[config.mk]
export PLATFORM = sky130hd
export DESIGN_NAME = sc_stream_gen
export DESIGN_NICKNAME = d
export VERILOG_FILES = /design/src/rtl/sc_sng_pkg.sv /design/src/rtl/sc_stream_gen_lfsr.sv /design/src/rtl/sc_stream_gen.sv
export SDC_FILE = /design/constraint.sdc
export NUM_CORES = 1
export LEC_CHECK = 0
export BUFFER_PORTS_ARGS = -buffer_cell sky130_fd_sc_hd__buf_2
export CORE_UTILIZATION = 48
export CTS_BUF_LIST = sky130_fd_sc_hd__clkbuf_8
export DETAILED_ROUTE_END_ITERATION = 16
export PLACE_DENSITY = 0.69
export SLEW_MARGIN = 20
export SYNTH_ARGS = -nofsm -noshare
export SYNTH_HDL_FRONTEND = slang
export SYNTH_SLANG_ARGS = --single-unit
[constraint.sdc]
create_clock -name clk -period 1.8 [get_ports clk]
set_clock_uncertainty 0.15 [all_clocks]
set_input_delay 0.18 -clock clk [delete_from_list [all_inputs] [get_ports clk]]
set_output_delay 0.18 -clock clk [all_outputs]
set_load 0.01 [all_outputs]
[src/rtl/sc_sng_pkg.sv]
// Shared types and constants for the stochastic stream generator: FSM states,
// Galois tap masks by width, and the LFSR seed table.
package sc_sng_pkg;

    typedef enum logic [1:0] {
        ST_IDLE = 2'd0,
        ST_RUN  = 2'd1,
        ST_DONE = 2'd2
    } sng_state_t;

    // Variable seeds have distinct nonzero low nibbles, so they stay distinct at any width >= 4.
    localparam int MAX_VARS = 8;
    localparam logic [15:0] VAR_SEEDS [MAX_VARS] = '{
        16'hACE1, 16'h1B72, 16'h3C93, 16'h7D24,
        16'h9E55, 16'hE1F6, 16'h4A67, 16'h6B89
    };
    localparam logic [15:0] CONST_SEED = 16'h5D38;

    // Right-shift Galois toggle masks; bit k-1 set for polynomial term x^k.
    function automatic logic [15:0] lfsr_taps(input int width);
        logic [15:0] taps;
        case (width)
            4:       taps = 16'h000C;
            5:       taps = 16'h0014;
            6:       taps = 16'h0030;
            7:       taps = 16'h0060;
            8:       taps = 16'h00B8;
            9:       taps = 16'h0110;
            10:      taps = 16'h0240;
            11:      taps = 16'h0500;
            12:      taps = 16'h0829;
            13:      taps = 16'h100D;
            14:      taps = 16'h2015;
            15:      taps = 16'h6000;
            16:      taps = 16'hD008;
            default: taps = 16'h0000;
        endcase
        return taps;
    endfunction

endpackage

[src/rtl/sc_stream_gen_lfsr.sv]
// Maximal-length Galois LFSR that restarts from its seed on load and steps on advance.
module sc_lfsr
    import sc_sng_pkg::*;
#(
    parameter int               WIDTH = 8,
    parameter logic [WIDTH-1:0] SEED  = 1
) (
    input  logic             clk,
    input  logic             rst_n,
    input  logic             load,
    input  logic             advance,
    output logic [WIDTH-1:0] state
);

    localparam logic [15:0]      TAPS_FULL = lfsr_taps(WIDTH);
    localparam logic [WIDTH-1:0] TAPS      = TAPS_FULL[WIDTH-1:0];

    logic [WIDTH-1:0] state_next;

    always_comb begin
        state_next = state >> 1;
        if (state[0]) begin
            state_next = (state >> 1) ^ TAPS;
        end
    end

    always_ff @(posedge clk or negedge rst_n) begin
        if (!rst_n) begin
            state <= SEED;
        end else if (load) begin
            state <= SEED;
        end else if (advance) begin
            state <= state_next;
        end
    end

endmodule

[src/rtl/sc_stream_gen.sv]
// Stochastic number generator bank feeding the canonical-form AND-OR stage.
// Define SC_SNG_SHARED_LFSR_EN to make all variables share one comparison LFSR.
module sc_stream_gen
    import sc_sng_pkg::*;
#(
    parameter int NUM_VARS   = 2,
    parameter int NUM_CONSTS = 2,
    parameter int PREC       = 8
) (
    input  logic                     clk,
    input  logic                     rst_n,
    input  logic                     start,
    input  logic [NUM_VARS*PREC-1:0] values,
    input  logic [15:0]              len,
    output logic                     busy,
    output logic                     done,
    output logic                     bit_valid,
    output logic [NUM_VARS-1:0]      var_inputs,
    output logic [NUM_CONSTS-1:0]    const_inputs
);

`ifdef SC_SNG_SHARED_LFSR_EN
    localparam int NUM_LFSR = 1;
`else
    localparam int NUM_LFSR = NUM_VARS;
`endif

    sng_state_t               state;
    sng_state_t               state_next;
    logic [15:0]              remaining;
    logic [NUM_VARS*PREC-1:0] values_q;
    logic                     load;
    logic                     advance;
    logic [PREC-1:0]          var_lfsr [NUM_LFSR];
    logic [PREC-1:0]          const_state;
    logic                     unused_const_bits;

    assign load    = (state == ST_IDLE) && start;
    assign advance = (state == ST_RUN);

    always_ff @(posedge clk or negedge rst_n) begin
        if (!rst_n) begin
            state     <= ST_IDLE;
            remaining <= '0;
            values_q  <= '0;
        end else begin
            state <= state_next;
            if (load) begin
                remaining <= len;
                values_q  <= values;
            end else if (advance && (remaining != 16'd0)) begin
                remaining <= remaining - 16'd1;
            end
        end
    end

    always_comb begin
        state_next = state;
        case (state)
            ST_IDLE: begin
                if (start) begin
                    state_next = (len != 16'd0) ? ST_RUN : ST_DONE;
                end
            end
            ST_RUN: begin
                if (remaining == 16'd1) begin
                    state_next = ST_DONE;
                end
            end
            ST_DONE: state_next = ST_IDLE;
            default: state_next = ST_IDLE;
        endcase
    end

    assign busy      = (state != ST_IDLE);
    assign done      = (state == ST_DONE);
    assign bit_valid = (state == ST_RUN);

    for (genvar g = 0; g < NUM_LFSR; g++) begin : g_var_lfsr
        localparam logic [15:0]     SEED_FULL = VAR_SEEDS[g];
        localparam logic [PREC-1:0] SEED_G    = SEED_FULL[PREC-1:0];
        sc_lfsr #(
            .WIDTH (PREC),
            .SEED  (SEED_G)
        ) u_lfsr (
            .clk     (clk),
            .rst_n   (rst_n),
            .load    (load),
            .advance (advance),
            .state   (var_lfsr[g])
        );
    end

    localparam logic [PREC-1:0] CONST_SEED_P = CONST_SEED[PREC-1:0];

    sc_lfsr #(
        .WIDTH (PREC),
        .SEED  (CONST_SEED_P)
    ) u_const_lfsr (
        .clk     (clk),
        .rst_n   (rst_n),
        .load    (load),
        .advance (advance),
        .state   (const_state)
    );

    // With a shared LFSR every variable compares against instance 0, giving SCC=+1 streams.
    for (genvar i = 0; i < NUM_VARS; i++) begin : g_var_bit
        localparam int LFSR_IDX = (NUM_LFSR == 1) ? 0 : i;
        assign var_inputs[i] = bit_valid && (values_q[i*PREC +: PREC] >= var_lfsr[LFSR_IDX]);
    end

    assign const_inputs      = bit_valid ? const_state[NUM_CONSTS-1:0] : '0;
    assign unused_const_bits = ^const_state[PREC-1:NUM_CONSTS];

endmodule

==> impl_metrics.json <==
{
  "tritoncts_clock_tree": "yes",
  "critical-path-max-stage-delay_ps": 540,
  "detailedRoute.firstPassIterationCount": 4,
  "setup.worst_path.start_class": "flip-flop",
  "initial_antenna_violation_count": 0,
  "crit_path_max_fanout": 2,
  "ys_types": 44,
  "final.period_utilization_pct": 121,
  "tightest_slew_ps": 353,
  "whs_ps": 6.90,
  "slew-limit-headroom_pct": 76.5,
  "clockRootBuffer": "sky130_fd_sc_hd__clkbuf_8",
  "final_antenna_net_count": 0,
  "ctsLongestPathBuffers": 2,
  "pwr_per_cell_area_nw_per_um2": 1410,
  "violated_checks": "negative setup slack",
  "total_number_of_vias": 2932,
  "critical_path.most_common_cell": "sky130_fd_sc_hd__a21o_1",
  "finalHoldViolations": 0,
  "ctsHtreeMaxLevel": 3,
  "worst_ep_arrival_time_ps": 1850,
  "remaining_drcs": 0,
  "hpwlAfterDp_um": 4670,
  "slowest_stage": "sky130_fd_sc_hd__dfstp_2",
  "port-buffer-count": 41,
  "dr_wl_cell_um": 15.2,
  "grt_first_pass_wirelength_um": 13300,
  "detailed_place.area_um2": 3730,
  "finish.net_count": 509,
  "die_area_um2": 6860,
  "area_delta_synth_final_pct": 44.9,
  "die_height_um": 82.9,
  "vias_per_instance": 5.45,
  "pin_count": 42,
  "achievable-frequency_ghz": 0.460,
  "ys_warn_count": 0,
  "fin_max_slew_vios": 0,
  "p_leak_uw": 0.00210,
  "layout.filler_cells": 468,
  "clock_insertion_delay_at_the_later_pin_of_the_skew_report_ps": 340,
  "vdd_ir_drop_max_v": 0.000820,
  "netlist_instances": 345,
  "gp_routability_congestion": 0.811,
  "drt-total-wl_um": 8200,
  "synth_seq_area_share_pct": 46.7,
  "initial_core_util_pct": 49.7,
  "synthesis.nets": 398,
  "timing.critical_path.to_type": "output port",
  "grt_use_total_pct": 24.2,
  "result_of_the_run": "finished, violations left",
  "die-width_um": 82.9,
  "insertedDiodeCount": 0,
  "grt_pass1_vias": 2878,
  "path_clk_slew_ps": 70,
  "family_with_the_most_delay_on_the_worst_path": "flip-flops",
  "synth.cell_area_um2": 3140,
  "final-setup-viol-count": 15,
  "grt_overflow_total": 0,
  "grt_setup_unrepaired": "yes",
  "clock-sinks": 58,
  "largest_net_degree_at_the_start_of_global_routing": 59,
  "synth-seq-cells": 58,
  "postSynth.topFlopCell": "sky130_fd_sc_hd__dfrtp_1",
  "critPathKind": "flip-flop to output port",
  "drt_iter0_drc": 160,
  "synth_edf_count": 0,
  "cts_made_buffers": 9,
  "worst_hold_path_type": "input port to flip-flop",
  "placement_rows": 29,
  "cp_data_required_time_ps": 1470,
  "avgSynthCellArea_um2": 9.10,
  "drv_cap": 0,
  "floorplan.core_area_um2": 6310,
  "worstPathBufferInverterCount": 2,
  "layout-drive-gt1-share_pct": 36.0,
  "period_minus_slack_ps": 2180,
  "setup_slack_ps": -375,
  "pre_cts_ws_ps": -254,
  "finish.instance_area_um2": 4550,
  "ys_async_rst_share_pct": 100,
  "crit_path_cell_trace": "inv_2, ha_4, a21o_1, a21o_1, a21oi_2, o32ai_2, buf_2"
}
==> cell type report <==
| class | count | area [um2] | area share (%) |
|---|---|---|---|
| flip-flops and latches | 58 | 1470 | 32.3 |
| clock buffers | 12 | 165 | 3.63 |
| multi-input cells | 249 | 1800 | 39.6 |
| well taps | 77 | 96.3 | 2.12 |
| repair buffers | 118 | 923 | 20.3 |
| clock inverters | 4 | 17.5 | 0.385 |
| inverters | 20 | 75.1 | 1.65 |
==> registers in the layout, indices dropped and copies added (netlist names) <==
signal,cells
values_q,16
state,2
remaining,16
u_const_lfsr.state,8
g_var_lfsr.u_lfsr.state,16
==> routing by layer <==
| layer | wire length, um | vias up | track usage [%] | part of all wire, % |
|---|---|---|---|---|
| li1 | - | 1443 | - | - |
| met1 | 3610 | 1384 | 32.0 | 44 |
| met2 | 4010 | 92 | 38.4 | 49 |
| met5 | 0 | - | 0 | 0 |
| met3 | 418 | 13 | 4.37 | 5.1 |
| met4 | 163 | 0 | 12.1 | 2.0 |
==> synthesized netlist by cell type (3+ instances only) <==
master,instances,area [um2]
sky130_fd_sc_hd__or4_1,8,60.1
sky130_fd_sc_hd__nand3_1,14,70.1
sky130_fd_sc_hd__o211ai_1,7,52.6
sky130_fd_sc_hd__and2_1,3,18.8
sky130_fd_sc_hd__nor3_1,8,40.0
sky130_fd_sc_hd__and3_1,3,18.8
sky130_fd_sc_hd__dfstp_2,11,289
sky130_fd_sc_hd__o31ai_1,4,30.0
sky130_fd_sc_hd__ha_1,18,225
sky130_fd_sc_hd__a21o_1,8,60.1
sky130_fd_sc_hd__inv_1,20,75.1
sky130_fd_sc_hd__buf_2,3,15.0
sky130_fd_sc_hd__a21oi_1,12,60.1
sky130_fd_sc_hd__nor4_1,6,37.5
sky130_fd_sc_hd__buf_1,3,11.3
sky130_fd_sc_hd__nand2b_1,3,18.8
sky130_fd_sc_hd__clkbuf_1,13,48.8
sky130_fd_sc_hd__o21ai_0,18,90.1
sky130_fd_sc_hd__nand4_1,6,37.5
sky130_fd_sc_hd__nand2_1,64,240
sky130_fd_sc_hd__dfrtp_1,47,1180
sky130_fd_sc_hd__xnor2_1,8,70.1
sky130_fd_sc_hd__or3_1,6,37.5
sky130_fd_sc_hd__nor2_1,19,71.3
sky130_fd_sc_hd__a31oi_1,9,56.3
==> placed cells by master, fill, tap and decap left out, types with 7 or more instances in the layout <==
master                           n
sky130_fd_sc_hd__dfrtp_1        43
sky130_fd_sc_hd__o211ai_1        7
sky130_fd_sc_hd__buf_4          39
sky130_fd_sc_hd__a21o_1          8
sky130_fd_sc_hd__nor3_1          8
sky130_fd_sc_hd__buf_2          41
sky130_fd_sc_hd__nand2_1        64
sky130_fd_sc_hd__a31oi_1         9
sky130_fd_sc_hd__ha_1           13
sky130_fd_sc_hd__nor2_1         19
sky130_fd_sc_hd__o21ai_0        18
sky130_fd_sc_hd__inv_1          16
sky130_fd_sc_hd__xnor2_1         8
sky130_fd_sc_hd__buf_6           8
sky130_fd_sc_hd__nand3_1        11
sky130_fd_sc_hd__a21oi_1         8
sky130_fd_sc_hd__clkbuf_8       12
sky130_fd_sc_hd__dfstp_2        11
sky130_fd_sc_hd__dlygate4sd3_1  26
==> tightest hold or removal path, stage by stage <==
cell                       delay [ps]
sky130_fd_sc_hd__buf_2            110
sky130_fd_sc_hd__nor2_1           130
sky130_fd_sc_hd__a221oi_2          40
==> path summary, 6_finish.rpt <==
path	from	to	slack (ps)	cells after the start
max reg2reg	remaining[0]	remaining[13]	-230	6
max	g_var_lfsr[0].u_lfsr.state[5]	var_inputs[0]	-380	7
min in group asynchronous	rst_n	remaining[13]	220	3
min	len[10]	remaining[10]	7	3
min reg2reg	u_const_lfsr.state[7]	u_const_lfsr.state[7]	330	1
max in group asynchronous	rst_n	g_var_lfsr[1].u_lfsr.state[5]	980	3
==> logic make-up (layout without fill, tap and decap cells) <==
family	Yosys count	in the layout	share of synthesized area, %
compound gates	66	66	13.5
xor+xnor	10	10	2.79
fa+ha+maj	18	18	7.18
buf+inv	39	154	4.78
flops	58	58	46.7
mux	1	1	0.319
simple gates	153	154	24.8
==> through the flow <==
| step | setup TNS [ps] | util [%] | std cells | power, uW |
|---|---|---|---|---|
| 6_report | -2030 | 72.0 | 538 | 6390 |
| 5_1_grt | -3130 | 72.0 | 538 | 6880 |
| 4_1_cts | -1870 | 68.6 | 533 | 6070 |
| 3_5_place_dp | -2210 | 59.2 | 488 | 4620 |
| 3_3_place_gp | -1820 | 59.2 | 488 | 4530 |
| 2_1_floorplan | -633 | - | 345 | 3730 |
==> power breakdown <==
group          switching (uW)  internal (uW)  total, uW
Clock                     523            598       1120
Combinational            1340           1520       2860
Sequential                477           1930       2410
Total                    2340           4050       6390
==> timing repair <==
item | 4_1_cts | 5_1_grt
setup endpoints to repair | 21 | 22
gates resized for setup | 28 | 34
cloned | 0 | 1
pin swaps | 24 | 18
hold buffers | 25 | 1
setup buffers | 4 | 4
endpoints found under the hold margin | 82 | 1
No activity file was read; power rests on OpenSTA's default activity.
